--- src/rtl/braille_pager.sv ---
// Paged braille cell buffer: collects a serial message of cell codes and
// presents it N_CELLS at a time, stepping pages on next/prev rising edges.
module braille_pager #(
  parameter int unsigned       CELL_W  = 8,
  parameter int unsigned       N_CELLS = 4,
  parameter int unsigned       DEPTH   = 32,
  parameter bit                WRAP    = 1'b0,
  parameter logic [CELL_W-1:0] BLANK   = '0
) (
  input  logic                                 clk,
  input  logic                                 reset,
  input  logic [CELL_W-1:0]                    in_data,
  input  logic                                 in_valid,
  input  logic                                 in_last,
  output logic                                 in_ready,
  input  logic                                 clear,
  input  logic                                 next,
  input  logic                                 prev,
  output logic [N_CELLS*CELL_W-1:0]            cells_out,
  output logic [N_CELLS-1:0]                   cells_mask,
  output logic                                 disp_valid,
  output logic [$clog2(DEPTH/N_CELLS+1)-1:0]   page_idx,
  output logic [$clog2(DEPTH/N_CELLS+1)-1:0]   page_count,
  output logic [$clog2(DEPTH+1)-1:0]           msg_len,
  output logic                                 truncated
);

  localparam int unsigned PW = $clog2(DEPTH/N_CELLS+1);
  localparam int unsigned LW = $clog2(DEPTH+1);
  localparam int unsigned IW = (DEPTH > 1) ? $clog2(DEPTH) : 1;

  typedef enum logic [1:0] {EMPTY, LOAD, SHOW} state_e;

  state_e                    state_q, state_d;
  logic [LW-1:0]             len_q, len_d;
  logic [PW-1:0]             page_q, page_d;
  logic [PW-1:0]             pcount_q, pcount_d;
  logic                      trunc_q, trunc_d;
  logic                      next_q, prev_q;
  logic                      in_ready_q, in_ready_d;
  logic [N_CELLS*CELL_W-1:0] cells_q, cells_d;
  logic [N_CELLS-1:0]        mask_q, mask_d;
  logic                      dv_q, dv_d;
  logic [PW-1:0]             pidx_q, pidx_d;

  logic [CELL_W-1:0]         mem_q [DEPTH];
  logic                      wr_en;
  logic                      accept;
  logic                      rise_n, rise_p;
  logic                      at_full;
  logic [PW-1:0]             last_page;
  logic [31:0]               idx;

  always_comb begin
    state_d    = state_q;
    len_d      = len_q;
    page_d     = page_q;
    trunc_d    = trunc_q;
    wr_en      = 1'b0;
    idx        = '0;
    rise_n     = next & ~next_q;
    rise_p     = prev & ~prev_q;
    accept     = in_valid & in_ready_q & ~clear;
    at_full    = (len_q == LW'(DEPTH-1));
    last_page  = pcount_q - PW'(1);

    if (clear) begin
      state_d = EMPTY;
      len_d   = '0;
      page_d  = '0;
      trunc_d = 1'b0;
    end else begin
      case (state_q)
        EMPTY, LOAD: begin
          if (accept) begin
            wr_en   = 1'b1;
            len_d   = len_q + LW'(1);
            state_d = LOAD;
            if (in_last || at_full) begin
              state_d = SHOW;
              page_d  = '0;
              trunc_d = at_full && !in_last;
            end
          end
        end
        SHOW: begin
          if (rise_n && !rise_p) begin
            if (page_q == last_page) page_d = WRAP ? '0 : page_q;
            else                     page_d = page_q + PW'(1);
          end else if (rise_p && !rise_n) begin
            if (page_q == '0) page_d = WRAP ? last_page : page_q;
            else              page_d = page_q - PW'(1);
          end
        end
        default: state_d = EMPTY;
      endcase
    end

    pcount_d   = PW'((32'(len_d) + N_CELLS - 1) / N_CELLS);
    in_ready_d = (state_d != SHOW);

    // Display registers lag the page register by one edge.
    cells_d = {N_CELLS{BLANK}};
    mask_d  = '0;
    dv_d    = 1'b0;
    pidx_d  = '0;
    if (!clear && state_q == SHOW) begin
      dv_d   = 1'b1;
      pidx_d = page_q;
      for (int unsigned i = 0; i < N_CELLS; i++) begin
        idx = 32'(page_q) * N_CELLS + i;
        if (idx < 32'(len_q)) begin
          cells_d[i*CELL_W +: CELL_W] = mem_q[idx[IW-1:0]];
          mask_d[i]                   = 1'b1;
        end
      end
    end
  end

  always_ff @(posedge clk or negedge reset) begin
    if (!reset) begin
      state_q    <= EMPTY;
      len_q      <= '0;
      page_q     <= '0;
      pcount_q   <= '0;
      trunc_q    <= 1'b0;
      next_q     <= 1'b0;
      prev_q     <= 1'b0;
      in_ready_q <= 1'b0;
      cells_q    <= {N_CELLS{BLANK}};
      mask_q     <= '0;
      dv_q       <= 1'b0;
      pidx_q     <= '0;
    end else begin
      state_q    <= state_d;
      len_q      <= len_d;
      page_q     <= page_d;
      pcount_q   <= pcount_d;
      trunc_q    <= trunc_d;
      next_q     <= next;
      prev_q     <= prev;
      in_ready_q <= in_ready_d;
      cells_q    <= cells_d;
      mask_q     <= mask_d;
      dv_q       <= dv_d;
      pidx_q     <= pidx_d;
    end
  end

  // Storage is never read beyond len, so it needs no reset.
  always_ff @(posedge clk) begin
    if (wr_en) mem_q[len_q[IW-1:0]] <= in_data;
  end

  assign in_ready   = in_ready_q;
  assign cells_out  = cells_q;
  assign cells_mask = mask_q;
  assign disp_valid = dv_q;
  assign page_idx   = pidx_q;
  assign page_count = pcount_q;
  assign msg_len    = len_q;
  assign truncated  = trunc_q;

endmodule

--- config.mk ---
export PLATFORM = sky130hd
export DESIGN_NAME = braille_pager
export DESIGN_NICKNAME = d
export VERILOG_FILES = /design/src/rtl/braille_pager.sv
export SDC_FILE = /design/constraint.sdc
export NUM_CORES = 1
export LEC_CHECK = 0
export BUFFER_PORTS_ARGS = -buffer_cell sky130_fd_sc_hd__buf_2
export CAP_MARGIN = 5
export CORE_AREA = 3 3 156 219
export CTS_CLUSTER_DIAMETER = 100
export CTS_CLUSTER_SIZE = 30
export DETAILED_ROUTE_END_ITERATION = 8
export DIE_AREA = 0 0 159 222
export PLACE_DENSITY = 0.55
export SLEW_MARGIN = 20
export SYNTH_ARGS = -nofsm -noshare
export SYNTH_HDL_FRONTEND = slang
export SYNTH_SLANG_ARGS = --single-unit
--- constraint.sdc ---
create_clock -name clk -period 3.7 [get_ports clk]
set_clock_uncertainty 0.05 [all_clocks]
set_input_delay 0.74 -clock clk [delete_from_list [all_inputs] [get_ports clk]]
set_output_delay 0.74 -clock clk [all_outputs]
set_load 0.05 [all_outputs]
* After elaboration in Yosys (flattened, before gate mapping)
Memory sizes are Yosys's and may differ from the RTL's.
Cells that the tools add are included.
** Storage, ports and cells
- Register bits after elaboration :: 61
- Memory bits (writable) :: 256
- Bits of input ports :: 15
- Output and inout bits :: 53
- Word-level logic and storage cells :: 97
- Memories kept :: 1
** Operators by class
- Add/subtract/negate cells :: 9
- $lt $le $gt $ge :: 4
- Equal/unequal tests :: 10
- Multiplexer cells :: 36
- Bitwise operators :: 7
- Reduce and logical (&&, ||, !) cells :: 18
** Memory list
- mem_q :: words 32, bits a word 8, read ports 4, clocked after Yosys merged registers in 0, wr ports 1, RTL line 46 : logic [CELL_W-1:0] mem_q [DEPTH];
** Operator list (count)
- 4-bit two-way mux :: 9
- 32-bit two-way mux :: 1
- 8-bit two-way mux :: 4
- 7-bit by 6-bit < comparator with 1-bit output :: 3
- 6-bit two-way mux :: 3
- 6-bit by 2-bit adder with 7-bit output, second input constant :: 2
- 1-bit two-way mux :: 14
- 4-bit != test, second input constant :: 3
- 4-bit case mux with 2 select lines :: 1
- 4-bit by 1-bit subtractor with 4-bit output, second input constant :: 2
- 6-bit by 1-bit adder with 7-bit output, second input constant :: 1
- 6-bit by 1-bit adder with 6-bit output, second input constant :: 1
- 6-bit by 3-bit adder with 6-bit output, second input constant :: 1
- 6-bit by 5-bit equality test with 1-bit output, second input constant :: 1
- 6-bit < comparator :: 1
- 2-bit two-way mux :: 3
- 3-bit != test, second input constant :: 2
- 6-bit AND reduction :: 1
- 2-bit nonzero test :: 3
- 6-bit by 1-bit subtractor with 6-bit output, second input constant :: 1
- 4-bit by 1-bit adder with 4-bit output, second input constant :: 1
- 1-bit AND :: 4
- 4-bit equality test :: 1
- 1-bit logical AND :: 4
- other kinds (12) :: 17

* Logic depth before layout (Yosys ltp)
Gate-level depths: netlist (run 1).
- Depth in word-level cells :: 8
- Gate-level depth with buffers :: 9
- Depth with buffers taken out :: 8

* Worst setup path after synthesis (run 1)
OpenSTA, ideal clock, no wires.
- Kind :: register -> register
- Start :: reg len_q[4], in the netlist msg_len[4]
- End :: reg cells_q[16], in the netlist cells_out[16]
- Setup time :: 0.073 ns
- Arrival time :: 2.360 ns
- Required time :: 3.577 ns
- Slack :: 1.217 ns
- Cell stages (with the launch flop) :: 10
- Buffers on the path :: 2
- Period minus slack after synthesis :: 2.483 ns
- Path through :: dfrtp_1 > clkbuf_1 > inv_1 > ha_1 > a21o_1 > a211oi_4 > o21ai_2 > or2_1 > buf_2 > nor2_1
** Between the ends
- Word-level cells in the longest chain between the ends :: 3
** Ends and longest elaborated chain
- from (decl) :: RTL line 35 : logic [LW-1:0] len_q, len_d;
- from (signal assigned) :: RTL line 136 : len_q <= len_d;
- 7-bit by 6-bit < comparator with 1-bit output :: RTL line 112 : if (idx < 32'(len_q)) begin
- 8-bit two-way mux :: RTL line 112
- 32-bit two-way mux :: RTL line 107 : if (!clear && state_q == SHOW) begin
- via cells_d[16] :: RTL line 41 : logic [N_CELLS*CELL_W-1:0] cells_q, cells_d;
- to (signal assigned) :: RTL line 130 : cells_q <= {N_CELLS{BLANK}};
- to (signal assigned) :: RTL line 143 : cells_q <= cells_d;
- to (decl) :: RTL line 41
The timed path passes the listed nets, and every way through them passes these cells.
A chain may end at the register's enable or synchronous reset.

* Final worst setup path (run 1)
- Start :: reg state_q[1]
- End :: mem mem_q[19][1], enable pin
** Between the ends
- Word-level cells in the longest chain between the ends :: 6
- Elaborated cells between the ends (all ways) :: 7
- Classes of those cells :: eq/ne: 1; mux: 4; reduce/logical: 2
** Ends and longest elaborated chain
- from (decl) :: RTL line 34 : state_e state_q, state_d;
- from (signal assigned) :: RTL line 135 : state_q <= state_d;
- 2-bit by 1-bit equality test with 1-bit output / 2-bit logical NOT (equally long branches) :: RTL line 73 : case (state_q)
- 2-bit OR reduction (*) :: RTL line 73
- 1-bit two-way mux (*) :: RTL line 73
- 1-bit two-way mux (*) :: RTL line 67 : if (clear) begin
- 1-bit two-way mux (*) :: RTL line 152 : if (wr_en) mem_q[len_q[IW-1:0]] <= in_data;
- 1-bit two-way mux (not written as such) (*) :: RTL line 152
- to (decl) :: RTL line 46
Mark *: on every way between the ends. The rest lies on a longest branch, timed or not.

==> results.toml, run 1 <==
[setup_path]
worst_ep_arrival_time_ns = 2.66
crit_path_frequent_cell = "nor2_1"
path_class = "register to register"
crit_fanout = 8
reg2reg_to = "mem_q[19][1]"
worst_setup_path_end_kind = "register"
path_cells = "nand3b_1 -> nor2_1 -> nand2_1 -> nor2_1"
cp.required_ns = 3.78
timing.rr.start = "state_q[1]"
r2r_cells = 4
slowest_delay_ns = 0.69
cp-start-kind = "register"
r2r_slack_ns = 1.12
cp_slowest_cell = "nor2_1"

[power]
vdd_ir_drop_max_mv = 0.238
p_leak_nw = 4.61
powerDensity_mw_per_mm2 = 462

[synth]
postSynth.topFlopCell = "edfxtp_1"
syn_inst = 637
ys_seq_area_frac = 0.754
synth_async_sr_flop_share = 0.192
synth_top_family_by_area = "multiplexers"
syn_area_mm2 = 0.0122
synth_enable_flop_cells = 256
synth_xor_area_frac = 0.0112
ys_ff_latch = 317
syn_nets = 665
synthAdderAreaFrac = 0.0139
synthMuxAreaShare = 0.150
synth_compound_area_frac = 0.0102
synth_cell_type_count = 41
synth.yosys.warnings = 0
avgSynthCellArea_um2 = 19.2
synth-simple-area-share = 0.0460

[grt]
grt_max_degree = 47
grt_overflow = 0
grt_pass1_wl_um = 39300
antenna_found_initial = 0
grt_pass1_vias = 6338
grt_util_all_layers = 0.143

[cts]
cts_buffers = 14
h-tree-depth = 1
clockBufferDepth = 3
insertion_delay_ns = 0.49
ctsHoldBuffers = 0
clock_sinks = 317
post_cts_resize_count = 0
cts_tree = "done"
clk_pin_slew_ns = 0.11
post_cts_buffers = 0
cts_root_buffer = "clkbuf_16"

[die]
start_util = 0.377
dieWidth_um = 159
die_h_um = 222
ios = 68
core_mm2 = 0.0324
die_area_mm2 = 0.0353
std_cell_rows = 78

[final_layout]
finalNetCount = 730
drive_gt1_frac = 0.234
area.growth.synth_to_final_pct = 10.4
finalInstanceArea_mm2 = 0.0135
antenna_cells = 0

[timing]
maxSlewViolCount = 0
period_minus_slack_ns = 2.58
rsz0062_at_grt = "false"
slew_headroom = 0.445
worst_slew_pin_slew_ns = 0.827
setup_tns_ns = 0
max_freq_mhz = 388
setup_viol = 0
hold_violations = 0
fin_crit_sh = 0.697

[routing]
drt_iter0_drc = 456
vias = 5777
drtPass1Iterations = 5
via_per_inst = 5.02
drc = 0
ant_nets = 0
wire_per_inst_um = 22.0
drt_wl_total_um = 25300

[placement]
gp_congestion = 0.826
place_area_mm2 = 0.0131
portBuffers = 67
dpl.hpwl_um = 16500

[job]
max_cap_violations = 0

[min_path]
hp-class = "primary input to asynchronous set/reset pin"

[status]
status = "finished clean"
[where the power goes]
group          switching, mW  total [mW]  leakage [nW]  internal [mW]
clock network           1.03        1.80         0.201          0.774
registers             0.0327        3.92          3.13           3.89
logic                  0.320       0.516          1.27          0.196
[sequential cells by signal (all words and copies together) (netlist names), 2 cells and up]
name        count
msg_len         6
page_q          4
mem_q         256
page_idx        4
cells_out      32
cells_mask      4
page_count      4
state_q         2
[worst max-delay path: cells and delay by family (launching register included)]
| family | cells | cell delay, ns |
|---|---|---|
| flops | 1 | 0.45 |
| simple gates | 4 | 1.71 |
[worst max-delay path by stage]
| stage | start | endpoint | slack, ns | depth (start not counted) |
|---|---|---|---|---|
| final | state_q[1] | mem_q[19][1] | 1.12 | 4 |
| after global routing | state_q[1] | mem_q[30][3] | 0.94 | 4 |
| after CTS | msg_len[3] | cells_out[17] | 1.10 | 6 |
| after detailed placement | in_valid | mem_q[5][0] | 0.81 | 5 |
| after global placement | in_valid | mem_q[22][1] | 0.90 | 5 |
| after floorplan | msg_len[4] | cells_out[16] | 1.22 | 9 |
[synthesized netlist by cell type (2+ instances only)]
cell type	n	area [µm²]
edfxtp_1	256	7690
nor2_1	86	323
mux4_2	64	1440
dfrtp_1	61	1530
mux2i_1	35	350
inv_1	18	67.6
clkbuf_1	13	48.8
ha_1	12	150
nand2_1	12	45.0
nand3_1	11	55.1
xnor2_1	10	87.6
buf_2	8	40.0
buf_1	5	18.8
a21oi_1	4	20.0
nor3_1	4	20.0
mux2_2	3	33.8
nor2b_1	3	18.8
nor4_1	3	18.8
xor2_1	3	26.3
a21o_1	2	15.0
and2_1	2	12.5
o21a_1	2	15.0
o21ai_1	2	10.0
[cell usage in the layout, fill, tap and decap left out, types with 10 or more instances in the layout]
| cell type | instances |
|---|---|
| buf_2 | 67 |
| clkbuf_16 | 15 |
| dfrtp_1 | 58 |
| edfxtp_1 | 256 |
| ha_1 | 12 |
| inv_1 | 18 |
| mux2i_1 | 35 |
| mux4_2 | 64 |
| nand2_1 | 12 |
| nand3_1 | 11 |
| nor2_1 | 86 |
| xnor2_1 | 10 |
[area by class of cell]
type,count,area [µm²]
Sequential cell,317,9220
Timing Repair Buffer,75,395
Inverter,19,71.3
Tap cell,440,551
Fill cell,2886,18900
Clock buffer,23,405
Clock inverter,1,16.3
Multi-Input combinational cell,275,2830
[routing by layer]
metal / track usage / wire, µm / share of wire
met1: 0.188 / 10500 / 0.41
met4: 0.0280 / 345 / 0.014
met5: 0 / 0 / 0
met2: 0.259 / 13400 / 0.53
met3: 0.0170 / 1150 / 0.045
[cells by family (layout without fill, tap and decap cells)]
family,after synthesis,in the layout
XOR/XNOR,14,14
adder cells (fa/ha/maj),13,13
AND/OR/NAND/NOR,129,129
flip-flops,317,317
buffers and inverters,45,118
AO/OA/AOI/OAI,16,16
multiplexers,103,103
[stage by stage]
stage,setup WS (ns),utilization,power [mW],cells,hold WS (ns)
CTS,1.10,0.416,6.33,1150,0.171
finish,1.12,0.416,6.24,1150,0.170
detailed placement,0.810,0.403,4.52,1126,0.467
floorplan,1.22,-,4.34,637,0.394
global placement,0.904,0.403,4.51,1126,0.475
global route,0.938,0.416,6.50,1150,0.171
Power figures use the tool's default switching activity.
==> inputs of run 2 (changes only) <==
--- a/config.mk
+++ b/config.mk
@@ -5,14 +5,15 @@
 export SDC_FILE = /design/constraint.sdc
 export NUM_CORES = 1
 export LEC_CHECK = 0
+export ABC_AREA = 1
 export BUFFER_PORTS_ARGS = -buffer_cell sky130_fd_sc_hd__buf_2
 export CAP_MARGIN = 5
-export CORE_AREA = 3 3 156 219
+export CORE_AREA = 3 3 158 221
 export CTS_CLUSTER_DIAMETER = 100
 export CTS_CLUSTER_SIZE = 30
 export DETAILED_ROUTE_END_ITERATION = 8
-export DIE_AREA = 0 0 159 222
-export PLACE_DENSITY = 0.55
+export DIE_AREA = 0 0 161 224
+export PLACE_DENSITY = 0.57
 export SLEW_MARGIN = 20
 export SYNTH_ARGS = -nofsm -noshare
 export SYNTH_HDL_FRONTEND = slang
==> constraint.sdc (replaced) <==
create_clock -name clk -period 2.31 [get_ports clk]
set_clock_uncertainty 0.05 [all_clocks]
set_input_delay 0.462 -clock clk [delete_from_list [all_inputs] [get_ports clk]]
set_output_delay 0.462 -clock clk [all_outputs]
set_load 0.05 [all_outputs]
==> run 2 against run 1 <==
Against the previous run:
- cell area rose by 4.9%
- synthesized cell count up 56%
- die area grew 2.2%
==> results.toml, run 2 <==
[status]
status = "finished clean"

[power]
powerDensity_mw_per_mm2 = 720
seq_power_share = 0.613
p_comb_frac = 0.100
pwr-share-clk = 0.286
p_leak_nw = 5.45
vdd_ir_drop_max_mv = 0.374
p_int_mw = 7.75
netSwitchingFraction = 0.240
power_mw = 10.2
p_switching_mw = 2.44

[grt]
grt_use_met2 = 0.314
grtUsageMet3 = 0.0159
grt_util_all_layers = 0.170
globalRoute.busiestLayer = "met2"
grt_max_degree = 131
grt_pass1_vias = 7942
grtUsageMet1 = 0.207
grt_overflow = 0
antenna_found_initial = 0
grt_pass1_wl_um = 46900

[routing]
vias = 7949
drt_wl_total_um = 30800
wire_per_inst_um = 20.0
ant_nets = 0
via_per_inst = 5.16
drc = 0
drtPass1Iterations = 4
drt_iter0_drc = 634

[synth]
synth.most_common_cell = "edfxtp_1"
synth_top_cell_by_area = "edfxtp_1"
syn_nets = 1022
synth_enable_flop_cells = 256
synth_cell_type_count = 39
synth_top_cell_area_share = 0.614
synth.yosys.warnings = 0
ys_ff_latch = 317
synth_async_sr_flop_share = 0.192
ys_seq_area_frac = 0.735
synth.area.top_cells = "edfxtp_1 (61%), dfrtp_1 (12%), nor2_1 (4.8%)"
syn_inst = 994
avgSynthCellArea_um2 = 12.6
postSynth.topFlopCell = "edfxtp_1"
ys_top_cells_by_count = "edfxtp_1 (256), nor2_1 (161), nand2_1 (132)"
syn_area_mm2 = 0.0125

[final_layout]
fill_cells = 3144
multi_input_area_mm2 = 0.00293
finalNetCount = 1115
layout_common_cells = "edfxtp_1 (256), nor2_1 (161), nand2_1 (132), o21ai_0 (72), a21oi_1 (70)"
largest_register_ffs = 256
seqCellArea_mm2 = 0.00922
antenna_cells = 0
mostFrequentLayoutCell = "edfxtp_1"
area.growth.synth_to_final_pct = 13.0
postLayoutCoreUtil = 0.426
drive_gt1_frac = 0.142

[timing]
worst_slew_pin_slew_ns = 0.799
maxSlewViolCount = 0
setup_tns_ns = 0
hold_violations = 0
max_freq_mhz = 504
rsz0062_at_grt = "false"
slew_headroom = 0.467
period_minus_slack_ns = 1.98
worst_hold_slack_ns = 0.0586
setup_viol = 0
fin_crit_sh = 0.859

[die]
std_cell_rows = 79
ios = 68
die_h_um = 224
dieWidth_um = 161
core_mm2 = 0.0332
start_util = 0.377
die_area_mm2 = 0.0361

[setup_path]
crit_fanout = 130
cp-start-kind = "register"
cp_slowest_cell = "dfrtp_4"
cp.required_ns = 2.69
path_class = "register to register"
path_cells = "buf_12 -> o21ai_0 -> o221ai_1 -> nand2_1 -> nor2_1"
slowest_delay_ns = 0.50
crit_buf_inv = 1
worst_setup_path_end_kind = "register"
worst_ep_arrival_time_ns = 2.37
cpLargestDelayFamily = "compound AO/OA/AOI/OAI gates"

[placement]
dpl.hpwl_um = 19300
gp_congestion = 0.873
portBuffers = 67

[cts]
post_cts_resize_count = 0
insertion_delay_ns = 0.51
cts_tree = "done"
ctsHoldBuffers = 1
clockBufferDepth = 3
cts_root_buffer = "clkbuf_16"
post_cts_buffers = 0
cts_buffers = 14
h-tree-depth = 1
clock_sinks = 317
clk_pin_slew_ns = 0.12

[job]
max_cap_violations = 0

[min_path]
hp-class = "primary input to register"
[run 2: cell types whose count changed after synthesis, moves of 14 or more]
| cell | before | now |
|---|---|---|
| o221ai_1 | 0 | 20 |
| a21oi_1 | 4 | 70 |
| nand2_1 | 12 | 132 |
| nor2_1 | 86 | 161 |
| mux2i_1 | 35 | 0 |
| nand3_1 | 11 | 31 |
| o22ai_1 | 0 | 14 |
| o21ai_0 | 0 | 72 |
| mux4_2 | 64 | 0 |
| inv_1 | 18 | 34 |
| a22oi_1 | 0 | 21 |
[run 2: cells by family after synthesis]
logic type | synth area share
AND/OR/NAND/NOR | 0.115
flip-flops | 0.735
AO/OA/AOI/OAI | 0.101
buffers and inverters | 0.0309
adder cells (fa/ha/maj) | 0.0136
XOR/XNOR | 0.00419
[run 2: routing by layer]
| metal | part of all wire | vias up |
|---|---|---|
| met3 | 0.036 | 45 |
| met2 | 0.53 | 172 |
| met5 | 0 | - |
| li1 | - | 3745 |
| met1 | 0.41 | 3987 |
| met4 | 0.030 | 0 |
[run 2: per-stage QoR]
step | cell area (µm²) | worst slack [ns] | cells
finish | 14200 | 0.326 | 1540
global route | 14200 | 0.229 | 1540
CTS | 14200 | 0.322 | 1540
detailed placement | 13700 | 0.297 | 1515
global placement | 13700 | 0.301 | 1515
floorplan | 12500 | 0.0716 | 994
[run 2: final cells by class]
class,count,area share
Inverter,38,0.0103
Tap cell,445,0.0393
Timing Repair Buffer,130,0.0628
Clock buffer,22,0.0284
Multi-Input combinational cell,586,0.207
Clock inverter,2,0.00115
Sequential cell,317,0.651
[run 2: power by group through the flow]
stage                     logic [mW]  registers [mW]  clock network (mW)
after detailed placement        1.03            6.37                   0
after floorplan                0.539            6.45                   0
after global routing            1.13            6.25                3.19
final                           1.02            6.25                2.92
after global placement          1.02            6.38                   0
after CTS                       1.03            6.25                3.02
[run 2: worst paths after layout]
path / cells past startpoint / slack [ns] / from / to
max in group asynchronous: 3 / 1.37 / reset / cells_out[0]
min in group asynchronous: 2 / 0.33 / reset / truncated
worst min register to register: 1 / 0.45 / truncated / truncated
worst max register to register: 5 / 0.33 / page_q[0] / cells_out[5]
worst min-delay path: 1 / 0.06 / prev / prev_q
worst max-delay path: 5 / 0.33 / page_q[0] / cells_out[5]
[run 2: worst reg2reg max path: stages, from the launching register on]
cell	delay, ns
dfrtp_4	0.50
buf_12	0.32
o21ai_0	0.52
o221ai_1	0.29
nand2_1	0.11
nor2_1	0.12
==> inputs of run 3 (changes only) <==
--- a/config.mk
+++ b/config.mk
@@ -5,14 +5,13 @@
 export SDC_FILE = /design/constraint.sdc
 export NUM_CORES = 1
 export LEC_CHECK = 0
-export ABC_AREA = 1
 export BUFFER_PORTS_ARGS = -buffer_cell sky130_fd_sc_hd__buf_2
 export CAP_MARGIN = 5
-export CORE_AREA = 3 3 158 221
+export CORE_AREA = 3 3 156 219
 export CTS_CLUSTER_DIAMETER = 100
 export CTS_CLUSTER_SIZE = 30
 export DETAILED_ROUTE_END_ITERATION = 8
-export DIE_AREA = 0 0 161 224
+export DIE_AREA = 0 0 159 222
 export PLACE_DENSITY = 0.57
 export SLEW_MARGIN = 20
 export SYNTH_ARGS = -nofsm -noshare
==> run 3 against run 2 <==
Against the previous run:
- flip-flop and latch count stayed put
- setup slack worse by 0.18 ns
- combinational power is 16% lower
- clock-buffer cell count is 1 higher
- final cell count is 23% lower
- wire length is 21% lower
- register-to-register slack worse by 0.18 ns
- die area is 2.1% lower
- highest routed layer unchanged
==> results.toml, run 3 (synthesis results as in run 1) <==
[die]
ios = 68
start_util = 0.377
die_area_mm2 = 0.0353
std_cell_rows = 78
core_mm2 = 0.0324
dieWidth_um = 159
die_h_um = 222

[grt]
grt_overflow = 0
grt_util_all_layers = 0.139
grt_pass1_wl_um = 38300
antenna_found_initial = 0
grt_pass1_vias = 6523
grt_max_degree = 62

[final_layout]
finalNetCount = 773
area.growth.synth_to_final_pct = 13.4
largest_register_ffs = 256
multi_input_area_mm2 = 0.00283
layout_common_cells = "edfxtp_1 (256), nor2_1 (86), buf_2 (67), mux4_2 (64), dfrtp_1 (56)"
seqCellArea_mm2 = 0.00922
antenna_cells = 0
drive_gt1_frac = 0.276
mostFrequentLayoutCell = "edfxtp_1"
fill_cells = 2860

[timing]
setup_tns_ns = 0
rsz0062_at_grt = "false"
max_freq_mhz = 462
fin_crit_sh = 0.937
setup_viol = 0
maxSlewViolCount = 0
period_minus_slack_ns = 2.16
worst_slew_pin_slew_ns = 0.733
worst_hold_slack_ns = 0.115
hold_violations = 0
slew_headroom = 0.508

[routing]
vias = 5877
wire_per_inst_um = 20.5
drtPass1Iterations = 5
via_per_inst = 4.93
drt_wl_total_um = 24500
drt_iter0_drc = 446
ant_nets = 0
drc = 0

[cts]
h-tree-depth = 1
clk_pin_slew_ns = 0.12
clockBufferDepth = 3
clock_sinks = 317
cts_tree = "done"
ctsHoldBuffers = 3
insertion_delay_ns = 0.51
post_cts_buffers = 0
post_cts_resize_count = 0
cts_buffers = 14
cts_root_buffer = "clkbuf_16"

[power]
powerDensity_mw_per_mm2 = 723
power_mw = 10.0
vdd_ir_drop_max_mv = 0.411
p_leak_nw = 4.84

[setup_path]
path_class = "register to register"
worst_ep_arrival_time_ns = 2.55
cp-start-kind = "register"
crit_fanout = 9
cp.required_ns = 2.69
worst_setup_path_end_kind = "register"

[job]
max_cap_violations = 0

[min_path]
hp-class = "primary input to register"

[status]
status = "finished clean"

[placement]
dpl.hpwl_um = 15800
gp_congestion = 0.863
portBuffers = 67
[run 3: cell count changes in the layout (fill, tap and decap cells not counted), moves of 12 or more]
cell,change
a21oi_1,-66
nor2_1,-75
buf_4,-12
o22ai_1,-14
o21ai_0,-72
a22oi_1,-21
inv_1,-16
mux4_2,+64
o221ai_1,-20
mux2i_1,+35
nand2_1,-120
nand3_1,-20
[run 3: final timing paths]
kind / start / to / slack (ns) / depth (start not counted)
worst min-delay path: in_last / truncated / 0.12 / 2
worst max-delay path: msg_len[4] / cells_out[19] / 0.15 / 7
worst max register to register: msg_len[4] / cells_out[19] / 0.15 / 7
min in group asynchronous: reset / cells_out[27] / 0.45 / 3
worst min register to register: truncated / truncated / 0.51 / 2
max in group asynchronous: reset / page_q[0] / 1.45 / 3
[run 3: routing by layer]
metal  GRT usage  wire, µm
met2       0.250     12900
met5           0         0
met3      0.0178       832
met1       0.175     10100
met4      0.0455       631
[run 3: through the flow]
stage | setup WS [ns] | util | std cells | area, µm²
after floorplan | 0.0170 | - | 637 | 12200
after global placement | 0.200 | 0.414 | 1166 | 13400
after detailed placement | 0.130 | 0.414 | 1166 | 13400
after CTS | 0.118 | 0.428 | 1193 | 13900
after global routing | 0.00854 | 0.428 | 1193 | 13900
final | 0.145 | 0.428 | 1193 | 13900
[run 3: critical path, cell delays in order, from the launching register on]
cell	delay, ns
dfrtp_2	0.42
inv_1	0.15
ha_1	0.27
a21o_1	0.19
a211oi_4	0.32
o21ai_2	0.11
or2_1	0.40
nor2_1	0.17
[run 3: area by class of cell]
class                           count  area share
Clock buffer                       23      0.0292
Clock inverter                      1     0.00117
Inverter                           19     0.00515
Multi-Input combinational cell    275       0.204
Sequential cell                   317       0.665
Tap cell                          440      0.0397
Timing Repair Buffer              118      0.0551
[run 3: power by group]
part	internal [mW]	switching (mW)
logic	0.335	0.522
registers	6.22	0.0404
clock network	1.24	1.66
total	7.80	2.22
